`src/rtl/uart_pkg.sv`:
```
// Shared types and defaults for the UART receive-capture block.
package uart_pkg;

    // Default bit period in clock cycles (board clock / baud).
    localparam int CLK_DIV_DEF = 868;

    typedef logic [7:0] byte_t;

    typedef enum logic [2:0] {
        ST_IDLE,
        ST_START,
        ST_DATA,
        ST_STOP,
        ST_BREAK
    } rx_state_e;

endpackage

```
`src/rtl/uart_rx_capture_sync_fifo.sv`:
```
// First-word-fallthrough FIFO with wrap-bit pointers. A push into a full
// FIFO is accepted only when a pop frees a slot in the same cycle.
module sync_fifo #(
    parameter int DEPTH = 16,
    parameter int W     = 8
) (
    input  logic                   CLK,
    input  logic                   RES,
    input  logic                   push,
    input  logic [W-1:0]           din,
    input  logic                   pop,
    output logic [W-1:0]           dout,
    output logic                   full,
    output logic                   empty,
    output logic [$clog2(DEPTH):0] level
);

    localparam int AW = $clog2(DEPTH);

    logic [AW:0]  wptr_q, wptr_d;
    logic [AW:0]  rptr_q, rptr_d;
    logic [W-1:0] mem_q [DEPTH];
    logic         do_push, do_pop;

    // Status flags, accepted push/pop and next pointer values.
    always_comb begin
        empty   = (wptr_q == rptr_q);
        full    = ((wptr_q ^ rptr_q) == {1'b1, {AW{1'b0}}});
        do_pop  = pop & ~empty;
        do_push = push & (~full | do_pop);
        wptr_d  = do_push ? wptr_q + 1'b1 : wptr_q;
        rptr_d  = do_pop  ? rptr_q + 1'b1 : rptr_q;
        level   = wptr_q - rptr_q;
        // Head is forced to zero when nothing is stored.
        dout    = empty ? '0 : mem_q[rptr_q[AW-1:0]];
    end

    // Pointer registers.
    always_ff @(posedge CLK) begin
        if (RES) begin
            wptr_q <= '0;
            rptr_q <= '0;
        end else begin
            wptr_q <= wptr_d;
            rptr_q <= rptr_d;
        end
    end

    // Storage array: written only on an accepted push, needs no reset.
    always_ff @(posedge CLK) begin
        if (do_push) begin
            mem_q[wptr_q[AW-1:0]] <= din;
        end
    end

endmodule

```
`src/rtl/uart_rx_capture.sv`:
```
// UART receiver: synchronizes RXD, frames 8N1 bytes with a mid-bit sampling
// counter, and queues good bytes in a FIFO behind a ready/valid interface.
module uart_rx_capture
    import uart_pkg::*;
#(
    parameter int CLK_DIV = CLK_DIV_DEF,
    parameter int DEPTH   = 16,
    parameter int LW      = $clog2(DEPTH) + 1
) (
    input  logic          CLK,
    input  logic          RES,
    input  logic          RXD,
    output logic [7:0]    DATA_O,
    output logic          VALID_O,
    input  logic          READY_I,
    output logic          FERR_O,
    output logic          OVF_O,
    input  logic          CLR_I,
    output logic [LW-1:0] LEVEL_O
);

    localparam int          CW        = $clog2(CLK_DIV);
    localparam logic [CW-1:0] CNT_FULL = CW'(CLK_DIV - 1);
    localparam logic [CW-1:0] CNT_HALF = CW'(CLK_DIV / 2 - 1);

    logic        sync1_q, sync2_q;
    logic        rxs;
    rx_state_e   state_q, state_d;
    logic [CW-1:0] cnt_q, cnt_d;
    logic [2:0]  bi_q, bi_d;
    byte_t       shreg_q, shreg_d;
    logic        push_q, push_d;
    logic        ferr_q, ferr_d;
    logic        ovf_q, ovf_d;
    logic        fifo_full, fifo_empty, pop;
    byte_t       fifo_dout;

    assign rxs = sync2_q;

    // Two-flop synchronizer; preset high so reset looks like an idle line.
    always_ff @(posedge CLK) begin
        if (RES) begin
            sync1_q <= 1'b1;
            sync2_q <= 1'b1;
        end else begin
            sync1_q <= RXD;
            sync2_q <= sync1_q;
        end
    end

    // Frame decoder next-state logic; push and error strobes are one-cycle.
    always_comb begin
        state_d = state_q;
        cnt_d   = cnt_q;
        bi_d    = bi_q;
        shreg_d = shreg_q;
        push_d  = 1'b0;
        ferr_d  = 1'b0;
        case (state_q)
            ST_IDLE: begin
                if (!rxs) begin
                    cnt_d   = CNT_HALF;
                    state_d = ST_START;
                end
            end
            ST_START: begin
                if (cnt_q != '0) begin
                    cnt_d = cnt_q - 1'b1;
                end else if (rxs) begin
                    // Start bit did not survive to mid-bit: treat as a glitch.
                    state_d = ST_IDLE;
                end else begin
                    cnt_d   = CNT_FULL;
                    bi_d    = 3'd0;
                    state_d = ST_DATA;
                end
            end
            ST_DATA: begin
                if (cnt_q != '0) begin
                    cnt_d = cnt_q - 1'b1;
                end else begin
                    shreg_d[bi_q] = rxs;
                    cnt_d         = CNT_FULL;
                    bi_d          = bi_q + 3'd1;
                    if (bi_q == 3'd7) begin
                        state_d = ST_STOP;
                    end
                end
            end
            ST_STOP: begin
                if (cnt_q != '0) begin
                    cnt_d = cnt_q - 1'b1;
                end else if (rxs) begin
                    push_d  = 1'b1;
                    state_d = ST_IDLE;
                end else begin
                    ferr_d  = 1'b1;
                    state_d = ST_BREAK;
                end
            end
            ST_BREAK: begin
                // Held-low line: wait for idle so only one error is reported.
                if (rxs) begin
                    state_d = ST_IDLE;
                end
            end
            default: state_d = ST_IDLE;
        endcase
    end

    // Overflow is sticky; a new overflow beats a same-cycle clear.
    always_comb begin
        ovf_d = (push_q & fifo_full & ~pop) | (ovf_q & ~CLR_I);
    end

    // Frame decoder and status registers.
    always_ff @(posedge CLK) begin
        if (RES) begin
            state_q <= ST_IDLE;
            cnt_q   <= '0;
            bi_q    <= 3'd0;
            shreg_q <= '0;
            push_q  <= 1'b0;
            ferr_q  <= 1'b0;
            ovf_q   <= 1'b0;
        end else begin
            state_q <= state_d;
            cnt_q   <= cnt_d;
            bi_q    <= bi_d;
            shreg_q <= shreg_d;
            push_q  <= push_d;
            ferr_q  <= ferr_d;
            ovf_q   <= ovf_d;
        end
    end

    assign pop = ~fifo_empty & READY_I;

    sync_fifo #(
        .DEPTH (DEPTH),
        .W     (8)
    ) u_fifo (
        .CLK   (CLK),
        .RES   (RES),
        .push  (push_q),
        .din   (shreg_q),
        .pop   (pop),
        .dout  (fifo_dout),
        .full  (fifo_full),
        .empty (fifo_empty),
        .level (LEVEL_O)
    );

    assign DATA_O  = fifo_dout;
    assign VALID_O = ~fifo_empty;
    assign FERR_O  = ferr_q;
    assign OVF_O   = ovf_q;

endmodule

```
`config.mk`:
```
export PLATFORM = sky130hd
export DESIGN_NAME = uart_rx_capture
export DESIGN_NICKNAME = d
export VERILOG_FILES = /design/src/rtl/uart_pkg.sv /design/src/rtl/uart_rx_capture_sync_fifo.sv /design/src/rtl/uart_rx_capture.sv
export SDC_FILE = /design/constraint.sdc
export NUM_CORES = 1
export LEC_CHECK = 0
export CORE_MARGIN = 1
export CORE_UTILIZATION = 35
export CTS_CLUSTER_DIAMETER = 100
export DETAILED_ROUTE_END_ITERATION = 8
export GPL_TIMING_DRIVEN = 0
export REMOVE_ABC_BUFFERS = 1
export SYNTH_ARGS = -nofsm -noshare
export SYNTH_HDL_FRONTEND = slang
export SYNTH_SLANG_ARGS = --single-unit
export TNS_END_PERCENT = 1
```
`constraint.sdc`:
```
create_clock -name CLK -period 3.5 [get_ports CLK]
set_clock_uncertainty 0.15 [all_clocks]
set_input_delay 0.875 -clock CLK [delete_from_list [all_inputs] [get_ports CLK]]
set_output_delay 0.875 -clock CLK [all_outputs]
set_load 0.005 [all_outputs]
```
Yosys cells after proc, flatten, opt, wreduce, memory -nomap -nowiden
Memories as Yosys holds them, arrays and structs flattened. A register that Yosys moved wholly into a read port is not among the register bits.
Cells that the tools add are included.
{"block": "totals", "ff_bits": 39, "latchBits": 0, "mem_bits_rw": 128, "rom_bits": 0, "out_inout_bits": 16, "word_cells": 89, "n_memories": 1}
{"memory": "u_fifo.mem_q", "depth": 16, "width": 8, "read_ports": 1, "rd_clocked_by_memory_dff": 1, "write_ports": 1, "line_no": "uart_rx_capture_sync_fifo.sv:22", "text": "logic [W-1:0] mem_q [DEPTH];"}
{"block": "op_classes", "add_sub_neg": 5, "multipliers": 0, "div_mod_pow": 0, "order_cmp": 2, "n_eq_ne": 16, "shifts": 0, "muxes": 29, "bitwise": 15, "reduce_logical": 10}
{"operator": "$mux W10", "n": 5}
{"operator": "$pmux W10 S4", "n": 1}
{"operator": "$mux W3", "n": 10}
{"operator": "$ne A2 B2 Y1 const B", "n": 8}
{"operator": "$pmux W3 S5", "n": 1}
{"operator": "$add A5 B1 Y5 const B", "n": 2}
{"operator": "$reduce_bool A10 Y1", "n": 1}
{"operator": "$sub A10 B1 Y10 const B", "n": 1}
{"operator": "$bwmux W8", "n": 1}
{"operator": "$mux W4", "n": 2}
{"operator": "$mux W8", "n": 1}
{"operator": "$reduce_and A4 Y1", "n": 2}
{"operator": "$and A1 B1 Y1", "n": 6}
{"operator": "$eq A3 B2 Y1 const B", "n": 2}
{"operator": "$eq A3 B3 Y1 const B", "n": 2}
{"operator": "$not A1 Y1", "n": 6}
{"operator": "$pmux W3 S2", "n": 1}
{"operator": "$reduce_and A6 Y1", "n": 1}
{"operator": "$eq A5 B5 Y1", "n": 1}
{"operator": "$eq A5 B5 Y1 const B", "n": 1}
{"operator": "$mux W1", "n": 5}
{"operator": "$sub A5 B5 Y5", "n": 1}
{"operator": "$xor A5 B5 Y5", "n": 1}
{"operator": "$lt A3 B4 Y1 const B", "n": 1}
{"operator": "13 further kinds", "n": 14}

Depth between registers and ports, before layout
Gate-level depths: netlist of run 1.
{"block": "depth", "word_depth": 8, "mapped_depth": 7, "ltp_nobuf": 7}

Hierarchy
A second synthesis of run 1 with hierarchy kept.
{"block": "hier_totals", "hier_cells": 510, "area_unflattened_um2": 7511.0}
{"mod": "sync_fifo", "n_inst": 1, "cells_each": 307, "area_each_um2": 5818.1, "seq_area_each_um2": 4124.0}
{"mod": "uart_rx_capture", "n_inst": 1, "cells_each": 203, "area_each_um2": 1692.9, "seq_area_each_um2": 580.6}

Worst setup path before layout of run 1
OpenSTA, ideal clock, no wires.
{"block": "synth_path", "kind": "register -> output", "startpoint": "register u_fifo.wptr_q[0]", "endpoint": "output DATA_O[6]", "arrival_time_ps": 1778, "t_required_ps": 2475, "path_slack_ps": 697, "stages_incl_launch_ff": 8, "path_buffers": 1, "path_cell_list": "dfxtp_1 inv_1 ha_1 nand4_1 or2_2 nand2b_1 clkbuf_1 o22ai_1"}
{"block": "synth_via", "elab_chain_cells": 2}
{"element": "from (decl)", "line_no": "uart_rx_capture_sync_fifo.sv:20", "text": "logic [AW:0] wptr_q, wptr_d;"}
{"element": "from (signal assigned)", "line_no": "uart_rx_capture_sync_fifo.sv:44", "text": "wptr_q <= wptr_d;"}
{"element": "$eq A5 B5 Y1", "line_no": "uart_rx_capture_sync_fifo.sv:27", "text": "empty = (wptr_q == rptr_q);"}
{"element": "$mux W8", "line_no": "uart_rx_capture_sync_fifo.sv:35", "text": "dout = empty ? '0 : mem_q[rptr_q[AW-1:0]];"}
{"element": "to (decl)", "line_no": "uart_rx_capture.sv:13", "text": "output logic [7:0] DATA_O,"}
Every way passes these cells.

Worst setup path in the final report of run 1
{"block": "layout_path", "startpoint": "register u_fifo.rptr_q[3]", "endpoint": "output DATA_O[5]"}
{"block": "layout_via", "elab_chain_cells": 2}
{"element": "from (decl)", "line_no": "uart_rx_capture_sync_fifo.sv:21", "text": "logic [AW:0] rptr_q, rptr_d;"}
{"element": "from (signal assigned)", "line_no": "uart_rx_capture_sync_fifo.sv:45", "text": "rptr_q <= rptr_d;"}
{"element": "$eq A5 B5 Y1", "line_no": "uart_rx_capture_sync_fifo.sv:27"}
{"element": "$mux W8", "line_no": "uart_rx_capture_sync_fifo.sv:35"}
Every way passes these cells.

==> summary.md, run 1 <==
| Metric | Value |
|---|---|
| Max Buffers Root-to-Sink | 2 |
| Synth-to-layout area growth | 16.8% |
| H-tree depth | 4 |
| Clk slew on worst S/H paths | about 0.060 ns |
| DRC Markers | 0 |
| Worst R2R Path Depth | 7 |
| Worst R2R Setup Slack | between 0.5 and 0.6 ns |
| Crit path required time | roughly 2.5 ns |
| VDD IR-drop max | between 0.0004 and 0.0005 V |
| Number of vias in the routed layout | 4267 |
| Initial antenna violation count | 0 |
| Initial Utilization | 0.358 |
| Status | finished, final reports clean |
| Core footprint | between 20000 and 25000 um^2 |
| Drt initial violations | 323 |
| CP endpoint kind | output pin |
| Synth area leaders | edfxtp_1 (53%), dfxtp_1 (12%), mux4_2 (9.9%), mux2i_1 (3.3%), ha_1 (2.2%) |
| Final min period | 3.43 ns |
| Hold path start | sync1_q |
| Async SR Flop Fraction | 0 |
| Hold_buf cts | 0 |
| Worst-Margin Slew | about 1.3 ns |
| Crit start category | flop |
| Hold Path Sink | rxs |
| CTS tree | yes |
| Setup violations, final | 0 |
| Max FO, Critical Path | 8 |
| Post-synth cell types | 56 |
| Number of synthesis warnings | 0 |
| Placed Area | ~7800 um^2 |
| Vias per Instance | about 5.4 |
| RSZ-0062 raised after global routing | true |
| TNS Setup | 0 ns |
| Pleak | around 0.0029 uW |
| Total Nets Final | around 530 |
| Fillers | around 1800 |
| CP Class | flop to output pin |
| Hold Path Class | flop to flop |
| Worst Setup SP | u_fifo.rptr_q[3] |
| CP max stage delay | roughly 0.55 ns |
| N_diodes | 0 |
| Post-route ant nets | 0 |
| GRT Resource Usage Total | 0.145 |
| Reg-to-Reg End | u_fifo.mem_q[0][4] |
| Syn Area/Cell | around 15 um^2 |
| Pwr Density | 507 nW/um^2 |
| CP Cell Sequence | inv_1, ha_1, nand4_1, or2_4, nand2_8, o22ai_2, clkdlybuf4s50_1 |
| Fin crit share | 0.979 |
| Register area share after synthesis | 0.645 |
| Cell row count | 52 |
| Hold Path Cell Cnt | 1 |
| Util after Layout | 0.418 |
| Mapped Area | about 7300 um^2 |
| Mapped Cells | 490 |
| Synth top area share | 0.527 |
| Post-synth EDFFs | roughly 130 |
| Share of cells above drive strength 1 | 0.188 |
| Die Ht | 146 um |
| Hpwl dp | between 9 and 10 mm |
| Final hold viol count | 0 |
| Critical path buffers and inverters | 2 |
| Worst reg2reg path startpoint | u_fifo.rptr_q[3] |
| Worst setup margin | a little over 0.07 ns |
| Highest clock rate | 292 MHz |
| Post-synth top area cell | edfxtp_1 |
| Pin count of the biggest net entering global routing | 40 |
| Fin. max-slew vios | 0 |
| DRT Pass-1 Iters | 4 |
| GP Congestion | slightly below 0.9 |
| Vias in the first global route | between 4000 and 5000 |
| Buffers on Ports | 20 |
| Final instance area | ~8500 um^2 |
| Final WL | 14.8 mm |
| Setup Slack @ Placement | -0.240 ns |
| Die Wd | approximately 150 um |
| MaxCap Viol Count | 0 |
| Routed len/inst | between 15 and 20 um |
| Sinks on Clock Net | between 150 and 200 |
| Crit path DAT | around 2.4 ns |
| Top_reg_cell synth | edfxtp_1 |
| Num CTS Buffers | 17 |
| First-pass GRT wire length | about 23 mm |
| Tightest slew margin relative to the limit | 0.151 |
| Synth Register Bits | 171 |
| Root Driver | clkbuf_16 |
| Pwr Total | roughly 4300 uW |
| Clk_lat worst skew | about 0.43 ns |
| Die area | 21400 um^2 |
| Grt ovf | 0 |
| Delay-heaviest family, CP | buffers and inverters |
| CP max stage cell | clkdlybuf4s50_1 |
| IO Pins | 21 |
[timing repair]
item,CTS,global route
setup endpoints to repair,10,9
gates resized for setup,17,7
buffers inserted,4,0
pin swaps,1,1
[logic make-up (layout without fill, tap and decap cells)]
family          after synthesis  count (layout)  share of synthesized area
compound gates               70              70                     0.0643
xor+xnor                     15              15                     0.0180
fa+ha+maj                    15              15                     0.0264
buf+inv                      45              75                     0.0238
flops                       171             171                      0.645
mux                          57              57                      0.133
simple gates                117             117                     0.0895
[registers in the layout, summed over array words and instances (netlist names), named ones only]
register,cells
FERR_O,1
OVF_O,1
bi_q,3
cnt_q,10
push_q,1
rxs,1
shreg_q,8
state_q,3
sync1_q,1
u_fifo.mem_q,128
u_fifo.rptr_q,5
u_fifo.wptr_q,5
[worst max-delay path by stage]
| stage | depth (start not counted) | slack, ns | to |
|---|---|---|---|
| after floorplan | 3 | 0.15 | DATA_O[6] |
| after global placement | 4 | -1.08 | DATA_O[5] |
| after detailed placement | 3 | -0.24 | u_fifo.mem_q[3][2] |
| after CTS | 8 | -0.06 | LEVEL_O[4] |
| after global routing | 5 | -0.04 | DATA_O[1] |
| final | 7 | 0.07 | DATA_O[5] |
[layout make-up]
type	instances	area, um^2	share of cell area
Clock buffer	17	425	0.0499
Clock inverter	14	171	0.0201
Inverter	19	71.3	0.00837
Multi-Input combinational cell	274	2520	0.296
Sequential cell	171	4720	0.554
Tap cell	270	338	0.0396
Timing Repair Buffer	25	275	0.0323
[per-layer routing]
layer  track usage  up-vias  part of all wire
met5             0        -                 0
met4        0.0589        0             0.015
met3        0.0319       18             0.038
met2         0.236       96              0.50
met1         0.189     2198              0.45
li1              -     1955                 -
[power by group]
group / total (uW) / internal (uW) / leakage [uW] / switching [uW]
sequential: 2190 / 2160 / 0.00168 / 28.9
combinational: 243 / 87.3 / 0.000897 / 156
clock: 1890 / 1120 / 0.000277 / 765
total: 4320 / 3370 / 0.00285 / 950
[synth_stat cells, types with 3 or more instances]
cell type,number
a21oi_1,15
o21ai_0,10
nand2_1,15
a21o_1,3
xnor2_1,7
ha_1,13
o311ai_0,3
a211oi_1,3
o31ai_1,7
buf_1,3
mux4_2,32
nor2_1,28
or2_2,4
nand3_1,7
nand4_1,3
nand2b_1,6
nor3_1,11
or3_1,8
buf_2,3
inv_1,19
a31oi_1,6
edfxtp_1,128
dfxtp_1,43
nand4b_1,3
xor2_1,8
nor2b_1,4
nor4_1,6
and4_1,4
clkbuf_1,19
o211ai_1,3
o22ai_1,9
mux2i_1,24
[layout by cell type, fill, tap and decap left out, types with 11 or more instances in the layout]
master / count
a21oi_1: 15
clkbuf_16: 17
clkdlybuf4s50_1: 18
dfxtp_1: 36
edfxtp_1: 128
ha_1: 11
inv_1: 18
mux2i_1: 24
mux4_2: 32
nand2_1: 14
nor2_1: 28
[per-stage QoR]
| step | cells | hold WS [ns] |
|---|---|---|
| after detailed placement | 755 | 0.257 |
| after CTS | 790 | 0.276 |
| after global placement | 754 | 0.243 |
| final | 790 | 0.268 |
| after floorplan | 464 | 0.239 |
| after global routing | 790 | 0.299 |
No activity file was read; power rests on OpenSTA's default activity.
==> run 2, diff against run 1 <==
--- a/config.mk
+++ b/config.mk
@@ -6,7 +6,7 @@
 export NUM_CORES = 1
 export LEC_CHECK = 0
 export CORE_MARGIN = 1
-export CORE_UTILIZATION = 35
+export CORE_UTILIZATION = 33
 export CTS_CLUSTER_DIAMETER = 100
 export DETAILED_ROUTE_END_ITERATION = 8
 export GPL_TIMING_DRIVEN = 0
==> run 2 against run 1 <==
Power increased by 1.3%; sequential share of layout area up 0.22 points; hold slack worse by 0.0041 ns; non-clock buffer count increased by 1; global-route usage shrank 0.69 points; highest routed layer unchanged; critical path type unchanged; largest power group unchanged.
==> summary.md, run 2 (same netlist as run 1, synthesis figures left out) <==
| Metric | Value |
|---|---|
| Vias per Instance | 5.24 (-3.0%) |
| Hold Path Sink | rxs |
| Max FO, Critical Path | 8 (unchanged) |
| Worst R2R Path Depth | 7 (unchanged) |
| Most common cell after layout, fill and taps aside | edfxtp_1 |
| Sw power | 985 uW (+3.7%) |
| Final WL | 14.5 mm (-2.1%) |
| Final min period | 3.45 ns (+0.0184 ns) |
| Pin count of the biggest net entering global routing | 40 (unchanged) |
| IO Pins | 21 (unchanged) |
| Synth-to-layout area growth | 16.3% |
| Switch share | 0.225 (+0.00522) |
| CTS tree | yes |
| Critical Path Stages | 7 (unchanged) |
| Fin. max-slew vios | 0 (unchanged) |
| Util after Layout | 0.390 (-0.0283) |
| Flop pwr share | 0.501 (-0.006) |
| Gate power share | 0.056 (about the same) |
| CP max stage cell | clkdlybuf4s50_1 |
| Routed len/inst | 18.1 um (-3.5%) |
| Clk slew on worst S/H paths | 0.06 ns (about the same) |
| Max Buffers Root-to-Sink | 2 (unchanged) |
| Pwr Density | 516 nW/um^2 (+1.7%) |
| Hold Path Class | flop to flop |
| CP Class | flop to output pin |
| Grt ovf | 0 (unchanged) |
| Hold path start | sync1_q |
| Share of cells above drive strength 1 | 0.184 (-0.00455) |
| Num CTS Buffers | 17 (unchanged) |
| Clk_lat worst skew | 0.42 ns (about the same) |
| WHS | 0.264 ns (-0.00407 ns) |
| CP endpoint kind | output pin |
| Root Driver | clkbuf_16 |
| Pleak | 0.00287 uW (+0.73%) |
| Crit start category | flop |
| Hold_buf cts | 0 (unchanged) |
| Pwr Total | 4380 uW (+1.3%) |
| Crit path DAT | 2.42 ns (+0.02 ns) |
| CP max stage delay | 0.54 ns (about the same) |
| CP Cell Sequence | inv_1, ha_1, nand4_1, or2_4, nand2_4, o22ai_1, clkdlybuf4s50_1 |
| Cell row count | 54 (+3.8%) |
| MaxCap Viol Count | 0 (unchanged) |
| Critical path buffers and inverters | 2 (unchanged) |
| Highest clock rate | 290 MHz (-0.53%) |
| Initial Utilization | 0.335 (-0.0229) |
| Max FFs per register | 128 (unchanged) |
| Most frequent cells in the layout | edfxtp_1 (128), dfxtp_1 (36), mux4_2 (32) |
| Hpwl dp | 9.52 mm (-1.3%) |
| Setup violations, final | 0 (unchanged) |
| Drt initial violations | 394 (+22%) |
| H-tree depth | 4 (unchanged) |
| Worst R2R Setup Slack | 0.41 ns (-0.10 ns) |
| Crit path required time | 2.47 ns (about the same) |
| Tightest slew margin relative to the limit | 0.0942 (-0.0572) |
| Die Ht | 151 um (+2.9%) |
| Core footprint | 21800 um^2 (+6.8%) |
| Worst reg2reg path startpoint | u_fifo.wptr_q[0] |
| Clk pwr share | 0.443 (+0.007) |
| Status | finished, final reports clean |
| Total Nets Final | 528 (+0.19%) |
| Hold Path Cell Cnt | 1 (unchanged) |
| N_diodes | 0 (unchanged) |
| Final instance area | 8490 um^2 (-0.40%) |
| Buffers on Ports | 20 (unchanged) |
| Fillers | 2034 (+12%) |
| TNS Setup | 0 ns (unchanged) |
| GP Congestion | 0.832 (-5.2%) |
| Die Wd | 151 um (+2.9%) |
| Worst-Margin Slew | 1.35 ns (+0.0852 ns) |
| DRT Pass-1 Iters | 5 (+1) |
| Sinks on Clock Net | 171 (unchanged) |
| Number of vias in the routed layout | 4202 (-1.5%) |
| DRC Markers | 0 (unchanged) |
| Post-route ant nets | 0 (unchanged) |
| Reg-to-Reg End | u_fifo.mem_q[1][2] |
| Vias in the first global route | 4269 (-1.4%) |
| Placed Area | 7770 um^2 (+0.13%) |
| Internal | 3390 uW (+0.62%) |
| Final hold viol count | 0 (unchanged) |
| RSZ-0062 raised after global routing | true |
| VDD IR-drop max | 0.000418 V (-3.5%) |
| GRT Resource Usage Total | 0.139 (-0.00690) |
| First-pass GRT wire length | 23.3 mm (-0.68%) |
| Die area | 22700 um^2 (+6.0%) |
| Fin crit share | 0.984 (+0.00525) |
| Delay-heaviest family, CP | buffers and inverters |
| Initial antenna violation count | 0 (unchanged) |
-- run 2: worst max path at each step --
stage	end	startpoint
after floorplan	DATA_O[6]	flop
after global placement	DATA_O[5]	flop
after detailed placement	u_fifo.mem_q[2][6]	READY_I
after CTS	DATA_O[5]	u_fifo.wptr_q[0]
after global routing	DATA_O[5]	u_fifo.wptr_q[0]
final	DATA_O[7]	u_fifo.wptr_q[0]
-- run 2: power groups by stage --
stage	Combinational, uW	Sequential (uW)	Clock [uW]
3_3_place_gp	232	2240	0
4_1_cts	243	2190	1970
2_1_floorplan	177	2230	0
6_report	245	2190	1940
3_5_place_dp	241	2240	0
5_1_grt	275	2200	2050
-- run 2: repair_timing --
item                       CTS  global route
setup buffers                3             0
setup endpoints to repair   10             6
gates resized for setup     12             8
cloned                       0             0
pin swaps                    1             0
-- run 2: area by class of cell --
class | instances | area, um^2 | area share
flip-flops and latches | 171 | 4720 | 0.556
multi-input cells | 274 | 2470 | 0.291
clock buffers | 18 | 429 | 0.0506
well taps | 280 | 350 | 0.0413
repair buffers | 26 | 256 | 0.0302
clock inverters | 14 | 186 | 0.0220
inverters | 19 | 71.3 | 0.00840
-- run 2: layer usage --
metal  track usage  vias to the layer above  share of wire
li1              -                     1971              -
met1         0.192                     2109           0.47
met2         0.212                      104           0.47
met3        0.0373                       18          0.047
met4        0.0405                        0          0.010
met5             0                        -              0
-- run 2: stage by stage --
| stage | cells | worst slack [ns] |
|---|---|---|
| 4_1_cts | 801 | 0.0186 |
| 2_1_floorplan | 464 | 0.147 |
| 6_report | 802 | 0.0543 |
| 5_1_grt | 802 | -0.0227 |
| 3_5_place_dp | 766 | -0.237 |
| 3_3_place_gp | 764 | -1.06 |
-- run 2: worst reg2reg max path, stage by stage, from the launching register on --
cell and delay, ns:
dfxtp_2 0.37, inv_1 0.09, ha_1 0.30, nand4_1 0.14, buf_4 0.18, o31a_1 0.25, nand2_1 0.16, nor3_1 1.04
